### src/rtl/io_bus_pkg.sv
// Shared types for the MCS IO bus initiator: FSM states, command record, read byte-enable.
// Latency: n/a (types and constants only).
// Backpressure: n/a.
package io_bus_pkg;

    typedef enum logic [1:0] {
        IDLE,
        STROBE,
        WAIT,
        RESP
    } state_t;

    typedef struct packed {
        logic        write;
        logic [31:0] addr;
        logic [31:0] wdata;
        logic [3:0]  be;
    } io_cmd_t;

    // Reads always fetch the whole word; the byte lanes are selected by the requester.
    localparam logic [3:0] RD_BE_ALL = 4'hF;

endpackage

### src/rtl/io_bus_initiator_if.sv
// Command/response stream plus MicroBlaze MCS IO bus signals of one initiator.
// Latency: n/a (wiring only).
// Backpressure: cmd_valid/cmd_ready and rsp_valid/rsp_ready handshakes; io_ready completes a bus cycle.
// Modports: master = the initiator (drives cmd_ready, rsp_*, io_* strobes/address/data),
//           slave  = its environment (command source, response sink and IO fabric).
interface io_bus_initiator_if;

    logic        cmd_valid;
    logic        cmd_ready;
    logic        cmd_write;
    logic [31:0] cmd_addr;
    logic [31:0] cmd_wdata;
    logic [3:0]  cmd_be;

    logic        rsp_valid;
    logic        rsp_ready;
    logic [31:0] rsp_rdata;
    logic        rsp_timeout;

    logic        io_addr_strobe;
    logic        io_read_strobe;
    logic        io_write_strobe;
    logic [31:0] io_address;
    logic [3:0]  io_byte_enable;
    logic [31:0] io_write_data;
    logic [31:0] io_read_data;
    logic        io_ready;

    modport master (
        input  cmd_valid, cmd_write, cmd_addr, cmd_wdata, cmd_be,
        output cmd_ready,
        output rsp_valid, rsp_rdata, rsp_timeout,
        input  rsp_ready,
        output io_addr_strobe, io_read_strobe, io_write_strobe,
        output io_address, io_byte_enable, io_write_data,
        input  io_read_data, io_ready
    );

    modport slave (
        output cmd_valid, cmd_write, cmd_addr, cmd_wdata, cmd_be,
        input  cmd_ready,
        input  rsp_valid, rsp_rdata, rsp_timeout,
        output rsp_ready,
        input  io_addr_strobe, io_read_strobe, io_write_strobe,
        input  io_address, io_byte_enable, io_write_data,
        output io_read_data, io_ready
    );

endinterface

### src/rtl/io_bus_initiator.sv
// Issues one MCS IO bus read/write per accepted command and returns one response (data or timeout).
// Latency: strobe the cycle after accept; response the cycle after io_ready is sampled (min 3 cycles accept-to-response).
// Backpressure: one transaction in flight; cmd_ready only in IDLE; response held stable until rsp_ready.
// Ports: clk, reset (async, active-high), bus (master modport: cmd stream in, rsp stream out, IO bus).
module io_bus_initiator
    import io_bus_pkg::*;
#(
    parameter int TIMEOUT_CYCLES = 255,
    parameter int CNT_WIDTH      = 16
) (
    input  logic                 clk,
    input  logic                 reset,
    io_bus_initiator_if.master   bus
);

    // Last WAIT cycle: counter starts at 0, so the value TIMEOUT_CYCLES-1 marks WAIT cycle number TIMEOUT_CYCLES.
    localparam logic [CNT_WIDTH-1:0] CNT_LAST = CNT_WIDTH'(TIMEOUT_CYCLES - 1);

    io_cmd_t              cmd_in;
    state_t               state_q,  state_d;
    logic [CNT_WIDTH-1:0] cnt_q,    cnt_d;
    logic                 write_q,  write_d;
    logic                 addr_stb_q, addr_stb_d;
    logic                 rd_stb_q,   rd_stb_d;
    logic                 wr_stb_q,   wr_stb_d;
    logic [31:0]          address_q,  address_d;
    logic [3:0]           be_q,       be_d;
    logic [31:0]          wdata_q,    wdata_d;
    logic                 rsp_vld_q,  rsp_vld_d;
    logic [31:0]          rdata_q,    rdata_d;
    logic                 tmo_q,      tmo_d;

    assign cmd_in = '{write: bus.cmd_write, addr: bus.cmd_addr,
                      wdata: bus.cmd_wdata, be: bus.cmd_be};

    always_comb begin
        state_d    = state_q;
        cnt_d      = cnt_q;
        write_d    = write_q;
        addr_stb_d = 1'b0;
        rd_stb_d   = 1'b0;
        wr_stb_d   = 1'b0;
        address_d  = address_q;
        be_d       = be_q;
        wdata_d    = wdata_q;
        rsp_vld_d  = rsp_vld_q;
        rdata_d    = rdata_q;
        tmo_d      = tmo_q;

        case (state_q)
            IDLE: begin
                // Bus fields are loaded at accept so the strobes line up with the STROBE state.
                if (bus.cmd_valid) begin
                    state_d    = STROBE;
                    write_d    = cmd_in.write;
                    addr_stb_d = 1'b1;
                    rd_stb_d   = !cmd_in.write;
                    wr_stb_d   = cmd_in.write;
                    address_d  = cmd_in.addr;
                    be_d       = cmd_in.write ? cmd_in.be : RD_BE_ALL;
                    wdata_d    = cmd_in.write ? cmd_in.wdata : 32'h0;
                end
            end
            STROBE: begin
                // io_ready here belongs to no transaction of ours and is ignored.
                state_d = WAIT;
                cnt_d   = '0;
            end
            WAIT: begin
                cnt_d = cnt_q + 1'b1;
                if (bus.io_ready) begin
                    state_d   = RESP;
                    rsp_vld_d = 1'b1;
                    rdata_d   = write_q ? 32'h0 : bus.io_read_data;
                    tmo_d     = 1'b0;
                end else if (cnt_q == CNT_LAST) begin
                    state_d   = RESP;
                    rsp_vld_d = 1'b1;
                    rdata_d   = 32'h0;
                    tmo_d     = 1'b1;
                end
            end
            RESP: begin
                if (bus.rsp_ready) begin
                    state_d   = IDLE;
                    rsp_vld_d = 1'b0;
                end
            end
            default: state_d = IDLE;
        endcase
    end

    always_ff @(posedge clk or posedge reset) begin
        if (reset) begin
            state_q    <= IDLE;
            cnt_q      <= '0;
            write_q    <= 1'b0;
            addr_stb_q <= 1'b0;
            rd_stb_q   <= 1'b0;
            wr_stb_q   <= 1'b0;
            address_q  <= 32'h0;
            be_q       <= 4'h0;
            wdata_q    <= 32'h0;
            rsp_vld_q  <= 1'b0;
            rdata_q    <= 32'h0;
            tmo_q      <= 1'b0;
        end else begin
            state_q    <= state_d;
            cnt_q      <= cnt_d;
            write_q    <= write_d;
            addr_stb_q <= addr_stb_d;
            rd_stb_q   <= rd_stb_d;
            wr_stb_q   <= wr_stb_d;
            address_q  <= address_d;
            be_q       <= be_d;
            wdata_q    <= wdata_d;
            rsp_vld_q  <= rsp_vld_d;
            rdata_q    <= rdata_d;
            tmo_q      <= tmo_d;
        end
    end

    assign bus.cmd_ready       = (state_q == IDLE);
    assign bus.io_addr_strobe  = addr_stb_q;
    assign bus.io_read_strobe  = rd_stb_q;
    assign bus.io_write_strobe = wr_stb_q;
    assign bus.io_address      = address_q;
    assign bus.io_byte_enable  = be_q;
    assign bus.io_write_data   = wdata_q;
    assign bus.rsp_valid       = rsp_vld_q;
    assign bus.rsp_rdata       = rdata_q;
    assign bus.rsp_timeout     = tmo_q;

endmodule

### src/flat_wrapper.sv
// flat-port wrapper written by rule: the top's interface ports become plain ports
module io_bus_initiator_flat import io_bus_pkg::*;
#(
    parameter int TIMEOUT_CYCLES = 255,
    parameter int CNT_WIDTH      = 16
)
  (clk, reset, bus_cmd_valid, bus_cmd_write, bus_cmd_addr, bus_cmd_wdata, bus_cmd_be, bus_cmd_ready, bus_rsp_valid, bus_rsp_rdata, bus_rsp_timeout, bus_rsp_ready, bus_io_addr_strobe, bus_io_read_strobe, bus_io_write_strobe, bus_io_address, bus_io_byte_enable, bus_io_write_data, bus_io_read_data, bus_io_ready);
  io_bus_initiator_if bus_i ();
  input  logic clk;
  input  logic reset;
  input wire logic [$bits(bus_i.cmd_valid)-1:0] bus_cmd_valid;
  input wire logic [$bits(bus_i.cmd_write)-1:0] bus_cmd_write;
  input wire logic [$bits(bus_i.cmd_addr)-1:0] bus_cmd_addr;
  input wire logic [$bits(bus_i.cmd_wdata)-1:0] bus_cmd_wdata;
  input wire logic [$bits(bus_i.cmd_be)-1:0] bus_cmd_be;
  output wire logic [$bits(bus_i.cmd_ready)-1:0] bus_cmd_ready;
  output wire logic [$bits(bus_i.rsp_valid)-1:0] bus_rsp_valid;
  output wire logic [$bits(bus_i.rsp_rdata)-1:0] bus_rsp_rdata;
  output wire logic [$bits(bus_i.rsp_timeout)-1:0] bus_rsp_timeout;
  input wire logic [$bits(bus_i.rsp_ready)-1:0] bus_rsp_ready;
  output wire logic [$bits(bus_i.io_addr_strobe)-1:0] bus_io_addr_strobe;
  output wire logic [$bits(bus_i.io_read_strobe)-1:0] bus_io_read_strobe;
  output wire logic [$bits(bus_i.io_write_strobe)-1:0] bus_io_write_strobe;
  output wire logic [$bits(bus_i.io_address)-1:0] bus_io_address;
  output wire logic [$bits(bus_i.io_byte_enable)-1:0] bus_io_byte_enable;
  output wire logic [$bits(bus_i.io_write_data)-1:0] bus_io_write_data;
  input wire logic [$bits(bus_i.io_read_data)-1:0] bus_io_read_data;
  input wire logic [$bits(bus_i.io_ready)-1:0] bus_io_ready;
  assign bus_i.cmd_valid = bus_cmd_valid;
  assign bus_i.cmd_write = bus_cmd_write;
  assign bus_i.cmd_addr = bus_cmd_addr;
  assign bus_i.cmd_wdata = bus_cmd_wdata;
  assign bus_i.cmd_be = bus_cmd_be;
  assign bus_cmd_ready = bus_i.cmd_ready;
  assign bus_rsp_valid = bus_i.rsp_valid;
  assign bus_rsp_rdata = bus_i.rsp_rdata;
  assign bus_rsp_timeout = bus_i.rsp_timeout;
  assign bus_i.rsp_ready = bus_rsp_ready;
  assign bus_io_addr_strobe = bus_i.io_addr_strobe;
  assign bus_io_read_strobe = bus_i.io_read_strobe;
  assign bus_io_write_strobe = bus_i.io_write_strobe;
  assign bus_io_address = bus_i.io_address;
  assign bus_io_byte_enable = bus_i.io_byte_enable;
  assign bus_io_write_data = bus_i.io_write_data;
  assign bus_i.io_read_data = bus_io_read_data;
  assign bus_i.io_ready = bus_io_ready;
  io_bus_initiator #(.TIMEOUT_CYCLES(TIMEOUT_CYCLES), .CNT_WIDTH(CNT_WIDTH)) u_core (.clk(clk), .reset(reset), .bus(bus_i));
endmodule
### config.mk
export PLATFORM = sky130hd
export DESIGN_NAME = io_bus_initiator_flat
export DESIGN_NICKNAME = d
export VERILOG_FILES = /design/src/rtl/io_bus_pkg.sv /design/src/rtl/io_bus_initiator_if.sv /design/src/rtl/io_bus_initiator.sv /design/src/flat_wrapper.sv
export SDC_FILE = /design/constraint.sdc
export NUM_CORES = 1
export LEC_CHECK = 0
export CORE_MARGIN = 8
export CORE_UTILIZATION = 38
export DETAILED_ROUTE_END_ITERATION = 6
export PLACE_DENSITY = 0.76
export SKIP_LAST_GASP = 1
export SLEW_MARGIN = 20
export SYNTH_ARGS = -nofsm -noshare
export SYNTH_HDL_FRONTEND = slang
export SYNTH_SLANG_ARGS = --single-unit
### constraint.sdc
create_clock -name clk -period 4.1 [get_ports clk]
set_input_delay 0.82 -clock clk [delete_from_list [all_inputs] [get_ports clk]]
set_output_delay 0.82 -clock clk [all_outputs]
set_load 0.05 [all_outputs]
==> flow_summary.ini <==
[detailed_routing]
detail_route.wl_per_cell_um = 17.2
ant_nets = 0
post-route-drc-count = 0
drtPass1Iterations = 5
vias = 3965
drt-vias-per-instance = 4.84
drtIter0Drc = 206
drt-total-wl_um = 14100

[finish]
diodes = 0
final_cell_area_um2 = 7820
fin_nets = 743
finalNonFillerCells = 820
area_growth_pct = 56.6
drive_gt1_share_pct = 12.7

[die]
die_h_um = 131
die_x_um = 131
io-pin-count = 212
die_area_um2 = 17100
core-area_um2 = 13000
row_count = 42
start_util_pct = 38.3

[critical_path]
start_kind = flop
crit_path_end_kind = output pin
cp_max_fo = 5
critPathLaunch = u_core.state_q[0]
worstPathArrival_ns = 2.01
reg2reg_from = u_core.state_q[0]
required_ns = 3.28
critPathKind = reg2out

[sta]
fmax_ghz = 0.353
worstMarginPinSlew_ns = 0.932
drv_slew = 0
rsz0062_at_grt = false
max_slew_margin_pct = 37.9
period_share_pct = 69.1
final.setup_skew_ns = 0.00658
fin_crit_ns = 2.83
hold_viol_final = 0
tns_ns = 0
finalSetupViolCount = 0

[yosys]
synth_top_area_share_pct = 62.2
netlist_area_um2 = 4990
ys_ff_latch = 124
syn_area_per_cell_um2 = 11.9
synth.area.top_cells = dfrtp_1, mux2_2, nand2_1
synth_top_cell_by_area = dfrtp_1
synth_edf_count = 0
syn_nets = 532
synth.top_cells.by_count = dfrtp_1, nand2_1, o21ai_0, mux2_2, a22o_1
async_flop_share_pct = 100
yosys.cell_types.count = 42
yosys_warnings = 0
post-synth-top-count-cell = dfrtp_1
synth_flop_cell = dfrtp_1
synthCells = 421
seq_area_frac_synth_pct = 62.2

[placement]
dpl-instance-area_um2 = 7230
placed_cells = 789
gp_congestion = 0.775
place_hpwl_um = 10400
numPortBuffers = 211

[grt]
antenna_found_initial = 0
grt_pass1_vias = 4135
grt_max_degree = 74
grt_pass1_wl_um = 21700
track_usage_pct = 16.5
grt_overflow = 0

[cts]
cts.clk_slew.worst_paths_ns = 0.05
clock_latency_ns = 0.40
tritoncts = done
h-tree-depth = 4
post_cts_resized = 0
clock-sinks = 124
cts_buffer_depth = 2
cts_setup_buffers = 0
cts_buffers = 17
root_buffer = clkbuf_16
ctsHoldBuffers = 0

[pwr]
p_per_area_nw_per_um2 = 939
power_frac_clock_pct = 19.9
p_int_mw = 4.01
switching_share_pct = 45.3
p_sw_mw = 3.32
seqPwrFrac_pct = 27.5
ir_drop_mv = 0.398
p_comb_share_pct = 52.6
leakage_nw = 3.41

[outcome]
status = complete, no violations

[worst_hold_path]
holdCritPathClass = reg2reg
min-delay-start = u_core.bus.io_write_data[30]

[flow_run]
cap_violations = 0
## state kept, by name, indices dropped and copies added (netlist names), 2 cells and up
signal,cells
u_core.state_q,2
u_core.bus.io_byte_enable,4
u_core.bus.io_write_data,32
u_core.cnt_q,16
u_core.bus.rsp_rdata,32
u_core.bus.io_address,32
## layer usage
| layer | vias up | track usage (%) | share of wire (%) | wire [um] |
|---|---|---|---|---|
| met3 | 17 | 6.66 | 11 | 1490 |
| met5 | - | 0 | 0 | 0 |
| met1 | 1890 | 19.2 | 40 | 5690 |
| met2 | 170 | 26.8 | 48 | 6700 |
| met4 | 0 | 6.48 | 1.4 | 204 |
| li1 | 1888 | - | - | - |
## final cells by class
class,count,area [um2]
clock buffers,18,429
clock inverters,13,151
fillers,1083,5220
inverters,15,60.1
multi-input cells,258,1710
flip-flops and latches,124,3100
well taps,176,220
repair buffers,216,2140
## power groups by stage
stage	clock, mW	combinational, mW	sequential (mW)
after global placement	0	3.84	2.00
after CTS	1.50	3.90	2.02
after global routing	1.56	4.04	2.08
after detailed placement	0	3.89	2.03
final	1.46	3.86	2.02
after floorplan	0	0.842	3.72
## critical path, stage by stage (launching register included)
cell             delay, ns
dfrtp_1               0.40
inv_1                 0.09
ha_1                  0.26
clkdlybuf4s50_1       0.86
## metrics by stage
| stage | total power, mW | hold slack [ns] | utilization, % | setup slack (ns) |
|---|---|---|---|---|
| 5_1_grt | 7.68 | 0.491 | 60.0 | 1.17 |
| 4_1_cts | 7.42 | 0.482 | 60.0 | 1.23 |
| 2_1_floorplan | 4.56 | 0.451 | - | 1.75 |
| 6_report | 7.34 | 0.476 | 60.0 | 1.27 |
| 3_5_place_dp | 5.92 | 0.469 | 55.5 | 1.66 |
| 3_3_place_gp | 5.84 | 0.462 | 55.5 | 1.46 |
## worst paths after layout
| kind | to | slack (ns) | cells after the start |
|---|---|---|---|
| worst max-delay path | bus_cmd_ready | 1.27 | 3 |
| worst min-delay path | u_core.bus.io_write_data[30] | 0.48 | 2 |
| worst max register to register | u_core.cnt_q[15] | 1.78 | 6 |
| worst min register to register | u_core.bus.io_write_data[30] | 0.48 | 2 |
| max in group asynchronous | u_core.state_q[1] | 2.41 | 3 |
| min in group asynchronous | u_core.bus.rsp_rdata[18] | 0.97 | 3 |
## cell families after synthesis
family	count (synthesis)	synth area share (%)
fa+ha+maj	5	1.25
buf+inv	39	3.76
mux	34	7.65
flops	124	62.2
simple gates	119	11.2
xor+xnor	6	1.05
compound gates	94	12.9
## layout by cell type, fill, tap and decap left out, types with 6 or more instances in the layout
cell type and n:
clkbuf_16 17, mux2_2 33, nor2_1 12, dfrtp_1 124, inv_1 14, o21ai_0 40
a22o_1 30, nand2_1 73, clkinv_2 6, a21oi_1 9, clkdlybuf4s50_1 210
Power figures use the tool's default switching activity.
